File: config.mk
export PLATFORM = sky130hd
export DESIGN_NAME = load_use_stall_ctrl_flat
export DESIGN_NICKNAME = d
export VERILOG_FILES = /design/src/rtl/load_use_stall_ctrl_if.sv /design/src/rtl/load_use_stall_ctrl.sv /design/src/flat_wrapper.sv
export SDC_FILE = /design/constraint.sdc
export NUM_CORES = 1
export LEC_CHECK = 0
export ABC_CLOCK_PERIOD_IN_PS = 5550
export BUFFER_PORTS_ARGS = -buffer_cell sky130_fd_sc_hd__buf_2
export CAP_MARGIN = 30
export CORE_UTILIZATION = 52
export CTS_BUF_LIST = sky130_fd_sc_hd__clkbuf_8 sky130_fd_sc_hd__clkbuf_16
export DETAILED_ROUTE_END_ITERATION = 10
export PLACE_DENSITY = 0.94
export RECOVER_POWER = 100
export SYNTH_ARGS = -nofsm -noshare
export SYNTH_HDL_FRONTEND = slang
export SYNTH_SLANG_ARGS = --single-unit
File: constraint.sdc
create_clock -name clk_i -period 5.55 [get_ports clk_i]
set_clock_uncertainty 0.1 [all_clocks]
set_input_delay 0.8325 -clock clk_i [delete_from_list [all_inputs] [get_ports clk_i]]
set_output_delay 0.8325 -clock clk_i [all_outputs]
set_load 0.005 [all_outputs]
File: src/rtl/load_use_stall_ctrl_if.sv
// ID-stage hazard bundle: pipeline status into the controller, stall/flush controls out.
// Latency: wires only, no storage.
// Backpressure: none here; stall semantics live in load_use_stall_ctrl.
interface load_use_stall_ctrl_if #(
  parameter int REG_ADDR_W = 5,
  parameter int CNT_W      = 16
);
  // pipeline status seen by the hazard controller
  logic                  MEM_is_branch_i;
  logic                  EX_DM_read_i;
  logic [REG_ADDR_W-1:0] EX_RD_i;
  logic [REG_ADDR_W-1:0] ID_RS_i;
  logic [REG_ADDR_W-1:0] ID_RT_i;
  logic                  ID_use_rs_i;
  logic                  ID_use_rt_i;
  logic                  MEM_DM_read_i;
  logic                  MEM_dm_ready_i;
  // controls returned to the pipeline
  logic                  PC_stall_o;
  logic                  IF_ID_stall_o;
  logic                  ID_EX_flush_o;
  logic                  ID_EX_stall_o;
  logic                  EX_MEM_stall_o;
  logic [CNT_W-1:0]      stall_cycles_o;

  // pipeline side: supplies status, consumes controls
  modport master (
    output MEM_is_branch_i, EX_DM_read_i, EX_RD_i, ID_RS_i, ID_RT_i,
           ID_use_rs_i, ID_use_rt_i, MEM_DM_read_i, MEM_dm_ready_i,
    input  PC_stall_o, IF_ID_stall_o, ID_EX_flush_o, ID_EX_stall_o,
           EX_MEM_stall_o, stall_cycles_o
  );

  // controller side
  modport slave (
    input  MEM_is_branch_i, EX_DM_read_i, EX_RD_i, ID_RS_i, ID_RT_i,
           ID_use_rs_i, ID_use_rt_i, MEM_DM_read_i, MEM_dm_ready_i,
    output PC_stall_o, IF_ID_stall_o, ID_EX_flush_o, ID_EX_stall_o,
           EX_MEM_stall_o, stall_cycles_o
  );
endinterface

File: src/rtl/load_use_stall_ctrl.sv
// Multi-bubble load-use hazard controller with memory-wait freeze and stall-cycle counter.
// Latency: stall/flush outputs are combinational in the hit cycle; counter updates on the next edge.
// Backpressure: a pending data-memory load freezes PC through EX/MEM and holds the bubble FSM.
module load_use_stall_ctrl #(
  parameter int REG_ADDR_W        = 5,
  parameter int LOAD_STALL_CYCLES = 1,  // 1..7; cnt is 3 bits
  parameter int IGNORE_R0         = 1,
  parameter int CNT_W             = 16
) (
  input  logic                 clk_i,
  input  logic                 rst_i,
  load_use_stall_ctrl_if.slave hz
);

  typedef enum logic {IDLE, LU_STALL} state_t;

  localparam logic [2:0]       BUBBLES_LEFT = 3'(LOAD_STALL_CYCLES - 1);
  localparam logic [CNT_W-1:0] CNT_MAX      = '1;

  state_t           state_q, state_nxt;
  logic [2:0]       cnt_q, cnt_nxt;
  logic [CNT_W-1:0] stall_cnt_q;
  logic             hit;
  logic             mem_wait;
  logic             pc_stall;
  logic             flush;
  logic             mem_stall;

  // load in EX feeds a source the ID instruction actually reads ($zero excluded if enabled)
  always_comb begin
    hit = hz.EX_DM_read_i
        & ((hz.ID_use_rs_i & (hz.ID_RS_i == hz.EX_RD_i)) |
           (hz.ID_use_rt_i & (hz.ID_RT_i == hz.EX_RD_i)))
        & ~((IGNORE_R0 != 0) & (hz.EX_RD_i == '0));
    mem_wait = hz.MEM_DM_read_i & ~hz.MEM_dm_ready_i;
  end

  // next-state and controls; priority branch > mem_wait > ongoing bubbles > new hit
  always_comb begin
    state_nxt = state_q;
    cnt_nxt   = cnt_q;
    pc_stall  = 1'b0;
    flush     = 1'b0;
    mem_stall = 1'b0;
    if (!rst_i) begin
      // controls held low for as long as reset is asserted
      state_nxt = IDLE;
      cnt_nxt   = '0;
    end else if (hz.MEM_is_branch_i) begin
      // flush wins, including over a branch+load conflict; abandon any remaining bubbles
      state_nxt = IDLE;
      cnt_nxt   = '0;
    end else if (mem_wait) begin
      pc_stall  = 1'b1;
      mem_stall = 1'b1;
    end else if (state_q == LU_STALL) begin
      pc_stall = 1'b1;
      flush    = 1'b1;
      if (cnt_q == 3'd1) begin
        state_nxt = IDLE;
        cnt_nxt   = '0;
      end else begin
        cnt_nxt = cnt_q - 3'd1;
      end
    end else if (hit) begin
      pc_stall = 1'b1;
      flush    = 1'b1;
      if (LOAD_STALL_CYCLES > 1) begin
        state_nxt = LU_STALL;
        cnt_nxt   = BUBBLES_LEFT;
      end
    end
  end

  // FSM and remaining-bubble register
  always_ff @(posedge clk_i or negedge rst_i) begin
    if (!rst_i) begin
      state_q <= IDLE;
      cnt_q   <= '0;
    end else begin
      state_q <= state_nxt;
      cnt_q   <= cnt_nxt;
    end
  end

  // saturating count of cycles with the PC held
  always_ff @(posedge clk_i or negedge rst_i) begin
    if (!rst_i) begin
      stall_cnt_q <= '0;
    end else if (pc_stall && (stall_cnt_q != CNT_MAX)) begin
      stall_cnt_q <= stall_cnt_q + CNT_W'(1);
    end
  end

  assign hz.PC_stall_o     = pc_stall;
  assign hz.IF_ID_stall_o  = pc_stall;
  assign hz.ID_EX_flush_o  = flush;
  assign hz.ID_EX_stall_o  = mem_stall;
  assign hz.EX_MEM_stall_o = mem_stall;
  assign hz.stall_cycles_o = stall_cnt_q;

endmodule

File: src/flat_wrapper.sv
// flat-port wrapper written by rule: the top's interface ports become plain ports
module load_use_stall_ctrl_flat 
#(
  parameter int REG_ADDR_W        = 5,
  parameter int LOAD_STALL_CYCLES = 1,                        
  parameter int IGNORE_R0         = 1,
  parameter int CNT_W             = 16
)
  (clk_i, rst_i, hz_MEM_is_branch_i, hz_EX_DM_read_i, hz_EX_RD_i, hz_ID_RS_i, hz_ID_RT_i, hz_ID_use_rs_i, hz_ID_use_rt_i, hz_MEM_DM_read_i, hz_MEM_dm_ready_i, hz_PC_stall_o, hz_IF_ID_stall_o, hz_ID_EX_flush_o, hz_ID_EX_stall_o, hz_EX_MEM_stall_o, hz_stall_cycles_o);
  load_use_stall_ctrl_if #(.REG_ADDR_W(REG_ADDR_W), .CNT_W(CNT_W)) hz_i ();
  input  logic clk_i;
  input  logic rst_i;
  input wire logic [$bits(hz_i.MEM_is_branch_i)-1:0] hz_MEM_is_branch_i;
  input wire logic [$bits(hz_i.EX_DM_read_i)-1:0] hz_EX_DM_read_i;
  input wire logic [$bits(hz_i.EX_RD_i)-1:0] hz_EX_RD_i;
  input wire logic [$bits(hz_i.ID_RS_i)-1:0] hz_ID_RS_i;
  input wire logic [$bits(hz_i.ID_RT_i)-1:0] hz_ID_RT_i;
  input wire logic [$bits(hz_i.ID_use_rs_i)-1:0] hz_ID_use_rs_i;
  input wire logic [$bits(hz_i.ID_use_rt_i)-1:0] hz_ID_use_rt_i;
  input wire logic [$bits(hz_i.MEM_DM_read_i)-1:0] hz_MEM_DM_read_i;
  input wire logic [$bits(hz_i.MEM_dm_ready_i)-1:0] hz_MEM_dm_ready_i;
  output wire logic [$bits(hz_i.PC_stall_o)-1:0] hz_PC_stall_o;
  output wire logic [$bits(hz_i.IF_ID_stall_o)-1:0] hz_IF_ID_stall_o;
  output wire logic [$bits(hz_i.ID_EX_flush_o)-1:0] hz_ID_EX_flush_o;
  output wire logic [$bits(hz_i.ID_EX_stall_o)-1:0] hz_ID_EX_stall_o;
  output wire logic [$bits(hz_i.EX_MEM_stall_o)-1:0] hz_EX_MEM_stall_o;
  output wire logic [$bits(hz_i.stall_cycles_o)-1:0] hz_stall_cycles_o;
  assign hz_i.MEM_is_branch_i = hz_MEM_is_branch_i;
  assign hz_i.EX_DM_read_i = hz_EX_DM_read_i;
  assign hz_i.EX_RD_i = hz_EX_RD_i;
  assign hz_i.ID_RS_i = hz_ID_RS_i;
  assign hz_i.ID_RT_i = hz_ID_RT_i;
  assign hz_i.ID_use_rs_i = hz_ID_use_rs_i;
  assign hz_i.ID_use_rt_i = hz_ID_use_rt_i;
  assign hz_i.MEM_DM_read_i = hz_MEM_DM_read_i;
  assign hz_i.MEM_dm_ready_i = hz_MEM_dm_ready_i;
  assign hz_PC_stall_o = hz_i.PC_stall_o;
  assign hz_IF_ID_stall_o = hz_i.IF_ID_stall_o;
  assign hz_ID_EX_flush_o = hz_i.ID_EX_flush_o;
  assign hz_ID_EX_stall_o = hz_i.ID_EX_stall_o;
  assign hz_EX_MEM_stall_o = hz_i.EX_MEM_stall_o;
  assign hz_stall_cycles_o = hz_i.stall_cycles_o;
  load_use_stall_ctrl #(.REG_ADDR_W(REG_ADDR_W), .LOAD_STALL_CYCLES(LOAD_STALL_CYCLES), .IGNORE_R0(IGNORE_R0), .CNT_W(CNT_W)) u_core (.clk_i(clk_i), .rst_i(rst_i), .hz(hz_i));
endmodule
== After elaboration in Yosys (flattened, before gate mapping) ==
Cells that the tools add are included.
W data, S select, Z words.

* Add/sub/neg operators: 2
* Equal/unequal tests: 6
* Multiplexer cells: 21
* Bitwise gates (word level): 8
* Reduce and logical (&&, ||, !) cells: 3

{| class="wikitable"
|+ Operators by type and width
! kind !! number
|-
| $add A16 B1 Y16 const B || 1
|-
| $mux W1 || 16
|-
| $ne A16 B16 Y1 const B || 1
|-
| $mux W3 || 5
|-
| $eq A5 B5 Y1 || 2
|-
| $and A1 B1 Y1 || 5
|-
| $logic_not A5 Y1 || 1
|-
| $eq A3 B1 Y1 const B || 1
|-
| $ne A3 B1 Y1 const B || 1
|-
| $ne A3 B3 Y1 const B || 1
|-
| $sub A3 B1 Y3 const B || 1
|-
| $not A1 Y1 || 2
|-
| $reduce_and A2 Y1 || 1
|-
| $logic_and A1 B1 Y1 || 1
|-
| $or A1 B1 Y1 || 1
|}

* Flip-flop bits (word level): 20
* Bits of input ports: 23
* Output and inout port bits: 21
* Logic and storage cells: 43

== Logic depth before layout (Yosys ltp) ==
* Word-level depth: 11
* Mapped depth: 8
* Gate-level depth less buffers: 7

== Least setup slack after synthesis ==
OpenSTA, ideal clock, no wires.

* Kind: input port to output port
* From: input hz_EX_RD_i[1]
* To: output hz_PC_stall_o
* Arrival: 2.096 ns
* Required time: 4.618 ns
* Path slack: 2.521 ns
* Stages: 6
* Path buffers: 1
* Path through: or4_1 o21ai_0 nor2_1 o21ai_0 o21ai_0 buf_4

* Cells in the longest elaborated chain, start to end: 10

{| class="wikitable"
|+ Ends and longest elaborated chain
! item !! RTL line !! source
|-
| start, declared || flat_wrapper.sv:15 || <nowiki>input wire logic [$bits(hz_i.EX_RD_i)-1:0] hz_EX_RD_i;</nowiki>
|-
| $eq A5 B5 Y1 (on tied branches) || load_use_stall_ctrl.sv:32, load_use_stall_ctrl.sv:33 ||
|-
| $and A1 B1 Y1 (on tied branches) || load_use_stall_ctrl.sv:32, load_use_stall_ctrl.sv:33 ||
|-
| $or A1 B1 Y1 || load_use_stall_ctrl.sv:32 || <nowiki>& ((hz.ID_use_rs_i & (hz.ID_RS_i == hz.EX_RD_i)) |</nowiki>
|-
| $and A1 B1 Y1 || load_use_stall_ctrl.sv:32 ||
|-
| $and A1 B1 Y1 * || load_use_stall_ctrl.sv:34 || <nowiki>& ~((IGNORE_R0 != 0) & (hz.EX_RD_i == '0));</nowiki>
|-
| $mux W1 * || load_use_stall_ctrl.sv:65 || <nowiki>end else if (hit) begin</nowiki>
|-
| $mux W1 * || load_use_stall_ctrl.sv:56 || <nowiki>end else if (state_q == LU_STALL) begin</nowiki>
|-
| $mux W1 * || load_use_stall_ctrl.sv:53 || <nowiki>end else if (mem_wait) begin</nowiki>
|-
| $mux W1 * || load_use_stall_ctrl.sv:49 || <nowiki>end else if (hz.MEM_is_branch_i) begin</nowiki>
|-
| $mux W1 * || load_use_stall_ctrl.sv:45 || <nowiki>if (!rst_i) begin</nowiki>
|-
| end, declared || flat_wrapper.sv:22 || <nowiki>output wire logic [$bits(hz_i.PC_stall_o)-1:0] hz_PC_stall_o;</nowiki>
|}

Mark *: on every way between the ends. The rest lies on a longest branch, timed or not.

== Final worst setup path ==
* From: input rst_i
* To: output hz_IF_ID_stall_o

* Cells in the longest elaborated chain, start to end: 1

{| class="wikitable"
|+ Ends and longest elaborated chain
! item !! RTL line !! source
|-
| start, declared || flat_wrapper.sv:12 || <nowiki>input logic rst_i;</nowiki>
|-
| $mux W1 || load_use_stall_ctrl.sv:45 ||
|-
| end, declared || flat_wrapper.sv:23 || <nowiki>output wire logic [$bits(hz_i.IF_ID_stall_o)-1:0] hz_IF_ID_stall_o;</nowiki>
|}

No other way between the ends.

==> impl_metrics.tcl <==
set metrics [dict create \
    status "complete, no violations" \
    clock_sinks 20 \
    postSynthCellCount 115 \
    syn_area_per_cell_um2 10.21 \
    synthTopCellsByArea "dfrtp_1 43%, xnor2_1 11%, xor2_1 6.7%, nand3_2 4.3%, ha_1 3.2%" \
    vias 992 \
    drive_gt1_frac 0.2704 \
    end_kind "output pin" \
    drt-total-wl_um 2547 \
    muxShareOfSynthArea 0.009595 \
    worst_path_max_delay_cell "clkbuf_1" \
    std_cell_rows 16 \
    drc 0 \
    rr_endpoint "u_core.hz.stall_cycles_o[1]" \
    ff2ff_path_depth 6 \
    synthXorXnorAreaFrac 0.1791 \
    hold_violations 0 \
    rsz0062_at_grt "false" \
    start_util 0.5748 \
    synth_compound_area_frac 0.06397 \
    setup_ws_ns 2.086 \
    critPathLaunchType "input pin" \
    dieArea_um2 2451 \
    synth_edf_count 0 \
    critPathArrivalTime_ns 2.53 \
    crit_buf_inv 2 \
    port_buffers 43 \
    total_power_w 0.0003766 \
    path_clk_slew_ns 0.07 \
    final-setup-viol-count 0 \
    cts_setup_buffers 0 \
    dp_cells 182 \
    synthDistinctLibCells 35 \
    cts_root_buffer "clkbuf_8" \
    crit_start "rst_i" \
    power_density_nw_per_um2 262.2 \
    slew_violations 0 \
    synth_ff_type "dfrtp_1" \
    fin_setup_tns_ns 0 \
    antenna_found_initial 0 \
    cp.required_ns 4.62 \
    grt.total_usage 0.2429 \
    drtPass1Iterations 4 \
    worstSetupPathType "in -> out" \
    synth_top_area_share 0.4264 \
    slew_headroom 0.2339 \
    synthAdderAreaFrac 0.03198 \
    grt_pass1_wl_um 4436 \
    critPathMaxStageDelay_ns 0.83 \
    hpwl_um 1990 \
    worstPathCellList "clkbuf_1 > nand2b_1 > o21ai_0 > clkbuf_1" \
    async_flop_share 1.000 \
    seq_area_frac_synth 0.4264 \
    place_area_um2 1393 \
    cp_num_cells 4 \
    numCtsBuffers 3 \
    pin_count 44 \
    cp_max_fo 22 \
    ant_nets 0 \
    clkLatencyLatePin_ns 0.26 \
    hold_buffers 0 \
    fmax_mhz 288.7 \
    ir_worst_vdd_v 0.0002360 \
    final_area_um2 1436 \
    r2r_setup_slack_ns 3.17 \
    crit_top_cell "clkbuf_1" \
    syn_to_final_growth_pct 22.39 \
    place_ws_ns 2.342 \
    hold_class "reg -> reg" \
    place.gp.congestion 0.7737 \
    rr_startpoint "u_core.hz.stall_cycles_o[0]" \
    synth_top_area_cell "dfrtp_1" \
    antenna_cells 0 \
    coreArea_um2 2042 \
    cts.path.max_buffers 2 \
    cts_resized 0 \
    yosysWarnings 0 \
    worst_pin_slew_ns 1.149 \
    synth_nets 141 \
    grt_overflow_total 0 \
    htree_levels 1 \
    drt-initial-drc-count 5 \
    synth_top_family_by_area "simple AND/OR/NAND/NOR gates" \
    period_share 0.6242 \
    tritoncts "built" \
    wl_per_cell_um 13.69 \
    finalCriticalPeriod_ns 3.464 \
    vias_per_cell 5.333 \
    endpoint "hz_IF_ID_stall_o" \
    grt_max_degree 23 \
    p_leak_nw 0.6816 \
    die_h_um 49.51 \
    timing.max_cap.violations 0 \
    synth-simple-area-share 0.2473 \
    final_cell_count_no_fill 186 \
    crit_family "buffers and inverters" \
    synth-seq-cells 20 \
    nets 186 \
    grt_pass1_vias 1038 \
    netlist_area_um2 1174 \
    fp.dieW_um 49.51 \
]
[worst min path at each step]
stage	start	endpoint	depth (start not counted)
floorplan	u_core.hz.stall_cycles_o[10]	u_core.hz.stall_cycles_o[10]	1
global placement	u_core.hz.stall_cycles_o[10]	u_core.hz.stall_cycles_o[10]	1
detailed placement	u_core.hz.stall_cycles_o[10]	u_core.hz.stall_cycles_o[10]	1
CTS	u_core.hz.stall_cycles_o[15]	u_core.hz.stall_cycles_o[15]	1
global route	u_core.hz.stall_cycles_o[10]	u_core.hz.stall_cycles_o[10]	1
finish	u_core.hz.stall_cycles_o[10]	u_core.hz.stall_cycles_o[10]	1
[layout by cell type, fill, tap and decap left out, drive strengths merged, types with 2 or more instances in the layout]
cell and count:
buf 30, dfrtp 20, clkbuf 16, xnor2 15
xor2 9, nor2 8, nand2 8, nand3 7
inv 5, and3 5, nand4 4, o21ai 4
and2 4, a21oi 3, ha 3, nand2b 2
and2b 2, a31oi 2, nor4 2, and4 2
[layer usage]
layer  global-route usage  vias to the layer above  routed length [um]
met1               0.2596                      465                1047
met5                    0                        -                   0
met2               0.4429                       38                1291
met3              0.06173                        9                 123
li1                     -                      480                   -
met4               0.1143                        0                  83
[where the power goes]
part	internal, W	switching [W]
logic	0.0000304	0.0000284
registers	0.000159	0.0000152
clock network	0.0000962	0.0000476
total	0.000285	0.0000912
[area by class of cell]
type | instances | area [um2]
flip-flops and latches | 20 | 500.5
well taps | 27 | 33.78
clock inverters | 1 | 30.03
multi-input cells | 87 | 611.8
inverters | 5 | 18.77
repair buffers | 43 | 200.2
fillers | 184 | 605.6
clock buffers | 3 | 41.29
[cell families (layout without fill, tap and decap cells)]
group	Yosys count	count (layout)
XOR/XNOR	24	24
AO/OA/AOI/OAI	12	12
AND/OR/NAND/NOR	47	47
flip-flops	20	20
adder cells (fa/ha/maj)	3	3
buffers and inverters	8	52
multiplexers	1	1
[flip-flops by register name, summed over array words and instances (netlist names)]
register,flops
u_core.hz.stall_cycles_o,16
u_core.cnt_q,3
u_core.state_q,1
[cells in the mapped netlist, types with 2 or more instances]
master    count
o21ai_0       3
inv_1         5
xor2_1        9
buf_4         2
nand3_1       2
nand3_2       5
a31oi_1       2
nor2_1        8
xnor2_1      15
and2_1        2
nand2_1       8
ha_1          3
a21oi_1       3
dfrtp_1      20
and3_1        4
nand2b_1      2
nand4_1       4
[stage by stage]
| step | utilization | hold slack [ns] |
|---|---|---|
| 3_5_place_dp | 0.6820 | 0.3907 |
| 5_1_grt | 0.7034 | 0.4313 |
| 3_3_place_gp | 0.6820 | 0.3781 |
| 6_report | 0.7034 | 0.4078 |
| 2_1_floorplan | - | 0.3798 |
| 4_1_cts | 0.7169 | 0.4051 |
No activity file was read; power rests on OpenSTA's default activity.
